File: src/rtl/dmem_pkg.sv
// Shared definitions for the data-memory arbiter: bus defaults, owner state
// encoding and port indices used by the priority pointer.
// Latency: n/a (declarations only). Backpressure: n/a.
// Optional feature macro: DMEM_ARB_RR_EN (round-robin conflict resolution).
package dmem_pkg;

  localparam int DATA_W_DEF    = 32;
  localparam int MEM_DEPTH_DEF = 1024;

  // Ownership of the memory port; OWN_x means x holds a lock.
  typedef enum logic [1:0] {
    NONE  = 2'd0,
    OWN_A = 2'd1,
    OWN_B = 2'd2
  } owner_e;

  // Priority pointer values: the port that wins the next conflict.
  localparam logic PORT_A = 1'b0;
  localparam logic PORT_B = 1'b1;

endpackage

File: src/rtl/dmem_arb_pick.sv
// Winner selection for the data-memory arbiter; pure combinational.
// Latency: 0 cycles. Backpressure: a losing requester simply sees pick = 0.
// Ports: a_req/b_req requests, owner (owner_e encoding), ptr (conflict
// winner when nobody owns the port), a_pick/b_pick one-hot-or-zero grants.
module dmem_arb_pick
  import dmem_pkg::*;
(
  input  logic       a_req,
  input  logic       b_req,
  input  logic [1:0] owner,
  input  logic       ptr,
  output logic       a_pick,
  output logic       b_pick
);

  always_comb begin
    a_pick = 1'b0;
    b_pick = 1'b0;
    case (owner)
      NONE: begin
        if (a_req && b_req) begin
          if (ptr == PORT_A) a_pick = 1'b1;
          else               b_pick = 1'b1;
        end else begin
          a_pick = a_req;
          b_pick = b_req;
        end
      end
      // A locked owner is the only eligible port; a locked owner that is not
      // requesting leaves the memory idle rather than lending it out.
      OWN_A:   a_pick = a_req;
      OWN_B:   b_pick = b_req;
      default: ;
    endcase
  end

endmodule

File: src/rtl/dmem_arbiter.sv
// Two-port arbiter in front of a single-port data memory, with lock for RMW.
// Latency: grant combinational in cycle t, response (rvalid/rdata/err) at t+1.
// Backpressure: req/gnt handshake; a loser holds req stable until granted.
// Ports: clk, rst_n (async active-low); per port x in {a,b}: x_req, x_we,
// x_lock, x_addr, x_wdata in; x_gnt, x_rvalid, x_rdata, x_err out.
// Memory side: mem_address, mem_write, mem_read, mem_write_data out;
// mem_read_data in (combinational read).
// Build option: define DMEM_ARB_RR_EN for round-robin conflicts, otherwise
// A has fixed priority over B.
module dmem_arbiter
  import dmem_pkg::*;
#(
  parameter int DATA_W    = DATA_W_DEF,
  parameter int MEM_DEPTH = MEM_DEPTH_DEF
) (
  input  logic              clk,
  input  logic              rst_n,
  input  logic              a_req,
  input  logic              a_we,
  input  logic              a_lock,
  input  logic [DATA_W-1:0] a_addr,
  input  logic [DATA_W-1:0] a_wdata,
  input  logic              b_req,
  input  logic              b_we,
  input  logic              b_lock,
  input  logic [DATA_W-1:0] b_addr,
  input  logic [DATA_W-1:0] b_wdata,
  output logic              a_gnt,
  output logic              a_rvalid,
  output logic [DATA_W-1:0] a_rdata,
  output logic              a_err,
  output logic              b_gnt,
  output logic              b_rvalid,
  output logic [DATA_W-1:0] b_rdata,
  output logic              b_err,
  output logic [DATA_W-1:0] mem_address,
  output logic              mem_write,
  output logic              mem_read,
  output logic [DATA_W-1:0] mem_write_data,
  input  logic [DATA_W-1:0] mem_read_data
);

  owner_e owner_q, owner_d;
  logic   ptr;
  logic   a_pick, b_pick;

`ifdef DMEM_ARB_RR_EN
  logic ptr_q, ptr_d;

  // Pointer moves only on accepted transfers so a waiting loser keeps its turn.
  always_comb begin
    ptr_d = ptr_q;
    if (a_gnt)      ptr_d = PORT_B;
    else if (b_gnt) ptr_d = PORT_A;
  end

  always_ff @(posedge clk or negedge rst_n) begin
    if (!rst_n) ptr_q <= PORT_A;
    else        ptr_q <= ptr_d;
  end

  assign ptr = ptr_q;
`else
  assign ptr = PORT_A;
`endif

  dmem_arb_pick u_pick (
    .a_req  (a_req),
    .b_req  (b_req),
    .owner  (owner_q),
    .ptr    (ptr),
    .a_pick (a_pick),
    .b_pick (b_pick)
  );

  // Grants are suppressed while reset is held so nothing is accepted then.
  assign a_gnt = a_pick & rst_n;
  assign b_gnt = b_pick & rst_n;

  logic              gnt_any;
  logic              sel_we;
  logic [DATA_W-1:0] sel_addr;
  logic [DATA_W-1:0] sel_wdata;
  logic              sel_in_range;

  assign gnt_any   = a_gnt | b_gnt;
  assign sel_we    = b_gnt ? b_we    : a_we;
  assign sel_addr  = b_gnt ? b_addr  : a_addr;
  assign sel_wdata = b_gnt ? b_wdata : a_wdata;
  // Extra top bit keeps the compare correct even if MEM_DEPTH == 2**DATA_W.
  assign sel_in_range = ({1'b0, sel_addr} < (DATA_W + 1)'(MEM_DEPTH));

  // Out-of-range transfers are granted but never reach the memory.
  assign mem_address    = gnt_any ? sel_addr : '0;
  assign mem_write_data = gnt_any ? sel_wdata : '0;
  assign mem_write      = gnt_any & sel_in_range & sel_we;
  assign mem_read       = gnt_any & sel_in_range & ~sel_we;

  always_comb begin
    owner_d = owner_q;
    case (owner_q)
      NONE: begin
        if (a_gnt && a_lock)      owner_d = OWN_A;
        else if (b_gnt && b_lock) owner_d = OWN_B;
      end
      OWN_A: if (!a_lock && (a_gnt || !a_req)) owner_d = NONE;
      OWN_B: if (!b_lock && (b_gnt || !b_req)) owner_d = NONE;
      default: owner_d = NONE;
    endcase
  end

  logic              a_rvalid_q, a_rvalid_d, b_rvalid_q, b_rvalid_d;
  logic              a_err_q, a_err_d, b_err_q, b_err_d;
  logic [DATA_W-1:0] a_rdata_q, a_rdata_d, b_rdata_q, b_rdata_d;

  // Reads capture memory data; writes keep the previous rdata; an
  // out-of-range access returns zero data with err set.
  always_comb begin
    a_rvalid_d = a_gnt;
    b_rvalid_d = b_gnt;
    a_err_d    = a_gnt & ~sel_in_range;
    b_err_d    = b_gnt & ~sel_in_range;
    a_rdata_d  = a_rdata_q;
    b_rdata_d  = b_rdata_q;
    if (a_gnt) begin
      if (!sel_in_range) a_rdata_d = '0;
      else if (!sel_we)  a_rdata_d = mem_read_data;
    end
    if (b_gnt) begin
      if (!sel_in_range) b_rdata_d = '0;
      else if (!sel_we)  b_rdata_d = mem_read_data;
    end
  end

  always_ff @(posedge clk or negedge rst_n) begin
    if (!rst_n) begin
      owner_q    <= NONE;
      a_rvalid_q <= 1'b0;
      b_rvalid_q <= 1'b0;
      a_err_q    <= 1'b0;
      b_err_q    <= 1'b0;
      a_rdata_q  <= '0;
      b_rdata_q  <= '0;
    end else begin
      owner_q    <= owner_d;
      a_rvalid_q <= a_rvalid_d;
      b_rvalid_q <= b_rvalid_d;
      a_err_q    <= a_err_d;
      b_err_q    <= b_err_d;
      a_rdata_q  <= a_rdata_d;
      b_rdata_q  <= b_rdata_d;
    end
  end

  assign a_rvalid = a_rvalid_q;
  assign b_rvalid = b_rvalid_q;
  assign a_err    = a_err_q;
  assign b_err    = b_err_q;
  assign a_rdata  = a_rdata_q;
  assign b_rdata  = b_rdata_q;

endmodule

File: config.mk
export PLATFORM = sky130hd
export DESIGN_NAME = dmem_arbiter
export DESIGN_NICKNAME = d
export VERILOG_FILES = /design/src/rtl/dmem_pkg.sv /design/src/rtl/dmem_arb_pick.sv /design/src/rtl/dmem_arbiter.sv
export SDC_FILE = /design/constraint.sdc
export NUM_CORES = 1
export LEC_CHECK = 0
export CAP_MARGIN = 20
export CORE_AREA = 2 2 118 120
export CTS_BUF_LIST = sky130_fd_sc_hd__clkbuf_8 sky130_fd_sc_hd__clkbuf_16
export DETAILED_ROUTE_END_ITERATION = 12
export DIE_AREA = 0 0 120 122
export DONT_BUFFER_PORTS = 1
export PLACE_DENSITY_LB_ADDON = 0.2
export RECOVER_POWER = 50
export SETUP_SLACK_MARGIN = 0.05
export SYNTH_ARGS = -nofsm -noshare
export SYNTH_HDL_FRONTEND = slang
export SYNTH_SLANG_ARGS = --single-unit
File: constraint.sdc
create_clock -name clk -period 4.8 [get_ports clk]
set_input_delay 0.48 -clock clk [delete_from_list [all_inputs] [get_ports clk]]
set_output_delay 0.48 -clock clk [all_outputs]
set_load 0.005 [all_outputs]
======== Yosys cells after proc, flatten, opt, wreduce, memory -nomap -nowiden ========
Cells that the tools add are included.
word-level totals
  flip-flop bits (word level) ............. 70
  input bits .............................. 168
  logic and storage cells ................. 55
cells by class
  $lt $le $gt $ge ......................... 1
  eq/ne operators ......................... 6
  muxes and demuxes ....................... 16
  bitwise operators ....................... 10
  reductions and logical operators ........ 15
operators by type and width
  cell                                                                     count
  32-bit 2-to-1 mux                                                        6
  32-bit by 11-bit < comparator with 1-bit output (second input constant)  1
  2-bit 2-to-1 mux                                                         4
  1-bit bitwise AND                                                        7
  2-bit != test (second input constant)                                    3
  2-bit case mux with 3 select lines                                       1
  1-bit logical AND                                                        5
  1-bit zero test                                                          4
  1-bit case mux with 2 select lines                                       2
  2-bit AND reduction                                                      2
  1-bit 2-to-1 mux                                                         3
  3-bit != test (second input constant)                                    1
  3-bit AND reduction                                                      1
  2-bit by 1-bit == test with 1-bit output (second input constant)         1
  2-bit == test (second input constant)                                    1
  2-bit zero test                                                          1
  1-bit logical OR                                                         2
  1-bit inverter                                                           2
  1-bit OR                                                                 1

======== Logic depth before layout (Yosys ltp) ========
  depth after elaboration ................. 8
  mapped depth ............................ 6
  gate-level depth less buffers ........... 5

======== Cells and area by module ========
A second synthesis with hierarchy kept.
second synthesis, totals
  cell total of the unflattened synthesis .. 277
  area total of the unflattened synthesis .. 3430.8 sq um
modules (own cells, without submodules)
  module         times used  cells an instance  area each (sq um)  seq. area each (sq um)
  dmem_arbiter   1           273                3398.3             1751.7
  dmem_arb_pick  1           4                  32.5               0.0

======== Worst setup path before layout ========
Ideal clock, no wire load.
  kind .................................... input -> output
  start point ............................. input a_addr[24]
  end point ............................... output mem_read
  arrival ................................. 2.106 ns
  required time ........................... 4.320 ns
  slack ................................... 2.214 ns
  stages on the path ...................... 5
  buffers on the path ..................... 1
  path through ............................ or4_1 a2111o_1 nor3_4 buf_6 o211a_1
on the way
  cells in the longest elaborated chain, start to end .. 4
ends and longest elaborated chain
  item                                             RTL line            RTL
  start: declaration                               dmem_arbiter.sv:21  input logic [DATA_W-1:0] a_addr,
  32-bit 2-to-1 mux                                dmem_arbiter.sv:88  assign sel_addr = b_gnt ? b_addr : a_addr;
  32-bit by 11-bit < comparator with 1-bit output  dmem_arbiter.sv:91  assign sel_in_range = ({1'b0, sel_addr} < (DATA_W + 1)'(MEM_DEPTH));
  1-bit bitwise AND (2 in a row)                   dmem_arbiter.sv:97  assign mem_read = gnt_any & sel_in_range & ~sel_we;
  end: declaration                                 dmem_arbiter.sv:38  output logic mem_read,
Every way passes these cells.

======== Worst setup path after layout ========
Ends and elaborated chain as after synthesis.

==> metrics.log <==
INFO  metric status = finished clean
INFO  metric clkLatencyLatePin = ~330 ps
INFO  metric clk_pin_slew_worst_paths = about 50 ps
INFO  metric finalWorstSetupSlack = 1920 ps
INFO  metric synth_top_cells_by_area = sky130_fd_sc_hd__dfrtp_1 (53%), sky130_fd_sc_hd__a22o_1 (34%), sky130_fd_sc_hd__clkbuf_1 (2.4%)
INFO  metric irDropWorstVdd = ~140 µV
INFO  metric m1WireLength = slightly below 5000 µm
INFO  metric library_cell_with_the_largest_summed_area_after_synthesis = sky130_fd_sc_hd__dfrtp_1
INFO  metric detailed_route_drc_error_count = 0
INFO  metric final.setup.tns = 0 ps
INFO  metric final.period_utilization = 60.01%
INFO  metric rows = 43
INFO  metric cpPeakStageDelay = approximately 550 ps
INFO  metric grt_pass1_wl = 17,890 µm
INFO  metric cp_data_required_time = approximately 4300 ps
INFO  metric max-slew-margin-rel = between 50% and 60%
INFO  metric syn_area_per_cell = approximately 12 µm²
INFO  metric postSynthCellCount = approximately 270
INFO  metric fp.dieH = 122 µm
INFO  metric synthesis.nets = around 440
INFO  metric topRoutingLayerUsed = met5
INFO  metric yosys_most_used_dff = sky130_fd_sc_hd__dfrtp_1
INFO  metric cts_buffers = 9
INFO  metric maxClockFrequency = 347.2 MHz
INFO  metric grt_setup_unrepaired = false
INFO  metric synth_seq_cells = 70
INFO  metric synth.most_common_cell = sky130_fd_sc_hd__a22o_1
INFO  metric tritoncts_clock_tree = done
INFO  metric dp.final_hpwl = approximately 10000 µm
INFO  metric sequential_fraction_of_the_synthesis_area = 52.67%
INFO  metric route.vias.total = around 2,600
INFO  metric yosysWarningCount = 0
INFO  metric postCtsSetupBuffers = 0
INFO  metric netlist-cell-type-count = 30
INFO  metric postRouteWirelength = roughly 13,000 µm
INFO  metric boundaryPins = between 300 and 400
INFO  metric coreArea = approximately 0.014 mm²
INFO  metric endpoint_kind = output pin
INFO  metric global_route.overflow_total = 0
INFO  metric hp-class = in -> async
INFO  metric max_slew.worst_pin.slew = 695.6 ps
INFO  metric synth_enable_flop_cells = 0
INFO  metric final.fill_count = around 1,400
INFO  metric antenna_left = 0
INFO  metric final_layout_size_suffix_gt1_share = 10.41%
INFO  metric grt_pass1_vias = about 2,600
INFO  metric synth.top_cell.area_share = 52.67%
INFO  metric power.density = 370.7 mW/mm²
INFO  metric place_worst_setup_slack = between 1500 and 2000 ps
INFO  metric wl_met2 = 6321 µm
INFO  metric cp.arrival = ~2400 ps
INFO  metric die_outline_width = around 120 µm
INFO  metric setup_viol = 0
INFO  metric clockRootBuffer = sky130_fd_sc_hd__clkbuf_16
INFO  metric async_reset_ff_share = 100.0%
INFO  metric num-nets-final = 432
INFO  metric detailedRoute.firstPassIterationCount = 6
INFO  metric cp_max_fo = 33
INFO  metric initial_core_util = roughly 25%
INFO  metric cts_buffer_depth = 2
INFO  metric cp_slowest_cell = sky130_fd_sc_hd__or4_1
INFO  metric path_cells = or4_1 > a2111o_1 > nor3_4 > buf_4 > o211a_1
INFO  metric wire_per_inst = roughly 29 µm
INFO  metric finalWeightedCongestion = between 0.9 and 1
INFO  metric setup.worst_path.class = in -> out
INFO  metric cts.htree.levels = 3
INFO  metric die-area = 0.01464 mm²
INFO  metric timing.reg2reg.worst_path_depth = 7
INFO  metric layout-area-overhead-vs-synth = 15.20%
INFO  metric clock_sinks = 70
INFO  metric grt_start_max_net_pins = between 70 and 80
INFO  metric wl_met3 = approximately 1500 µm
INFO  metric max-cap-violations = 0
INFO  metric grt_use_total = around 17%
INFO  metric static-leakage-power = roughly 1.7 nW
INFO  metric vias_per_cell = approximately 5.8
INFO  metric final.min_clock_period = 2880 ps
INFO  metric number_of_antenna_violations_at_the_first_check_in_global_routing = 1
INFO  metric syn_area = 0.003326 mm²
INFO  metric netlist_top_cells_count = sky130_fd_sc_hd__a22o_1 (128), sky130_fd_sc_hd__dfrtp_1 (70), sky130_fd_sc_hd__clkbuf_1 (21)
INFO  metric worst_setup_path_start_kind = input port
INFO  metric fin_skew = between 5 and 6 ps
INFO  metric final-max-slew-violation-count = 0
INFO  metric placement.io_buffers = 0
INFO  metric post-layout-total-power = around 1.4 mW
INFO  metric cts.hold.buffers_added = 1
INFO  metric ctsResizeCount = 0
INFO  metric drt-initial-drc-count = 137
INFO  metric insertedDiodeCount = 0
INFO  metric final_hold_viol_count = 0
-- per-stage QoR --
step	hold WS (ps)	cells	cell area [µm²]	utilization (%)
final	32.22	449	3831	28.37
after floorplan	184.4	273	3326	-
after CTS	41.07	449	3831	28.37
after detailed placement	186.0	432	3482	25.79
after global routing	37.60	449	3831	28.37
after global placement	186.2	432	3482	25.79
-- power by group --
part	internal (mW)	switching, mW	leakage, nW
clock	0.457	0.244	0.159
sequential	0.594	0.00289	0.974
combinational	0.0423	0.0799	0.600
total	1.09	0.327	1.73
-- worst max-delay path, delay by kind of cell --
family	cells	cell delay, ps
simple gates	2	740
compound gates	2	800
buf+inv	1	370
-- registers in the layout, indices dropped and copies added (netlist names) --
name,flops
b_rdata,32
a_err,1
b_rvalid,1
b_err,1
a_rdata,32
a_rvalid,1
owner_q,2
-- path summary, 6_finish.rpt --
check | from | endpoint | slack, ps
min | rst_n | b_rdata[13] | 30
min in group clk | mem_read_data[2] | b_rdata[2] | 280
max | a_addr[24] | mem_read | 1920
min reg2reg | owner_q[1] | owner_q[0] | 510
max in group asynchronous | rst_n | b_rdata[28] | 4490
max reg2reg | owner_q[0] | b_rdata[12] | 2500
-- logic make-up (layout without fill, tap and decap cells) --
| kind of cell | Yosys count | count (layout) | synth area share (%) |
|---|---|---|---|
| compound gates | 142 | 142 | 37.28 |
| buf+inv | 32 | 28 | 4.627 |
| simple gates | 29 | 29 | 5.418 |
| flops | 70 | 70 | 52.67 |
-- per-layer routing --
layer,global-route usage (%),vias to the layer above
met4,5.735,2
met3,8.521,22
met5,0,-
li1,-,1098
met1,19.22,1293
met2,27.66,184
-- final cells by class --
cell class | count | area [µm²] | area share [%]
clock buffers | 13 | 280.3 | 7.315
inverters | 5 | 18.77 | 0.4899
clock inverters | 3 | 41.29 | 1.078
multi-input cells | 171 | 1441 | 37.62
flip-flops and latches | 70 | 1752 | 45.72
repair buffers | 7 | 72.57 | 1.894
well taps | 180 | 225.2 | 5.879
-- placed cells by master (no fill, tap or decap), drive strengths merged, types with 2 or more instances in the layout --
cell type and n:
nand2b 2, a22o 128, dfrtp 70, nand4 2
o31ai 2, inv 6, nand2 4, buf 7
nor4 10, and3b 2, nor2 4, clkbuf 13
a21oi 3
No activity file was read; power rests on OpenSTA's default activity.
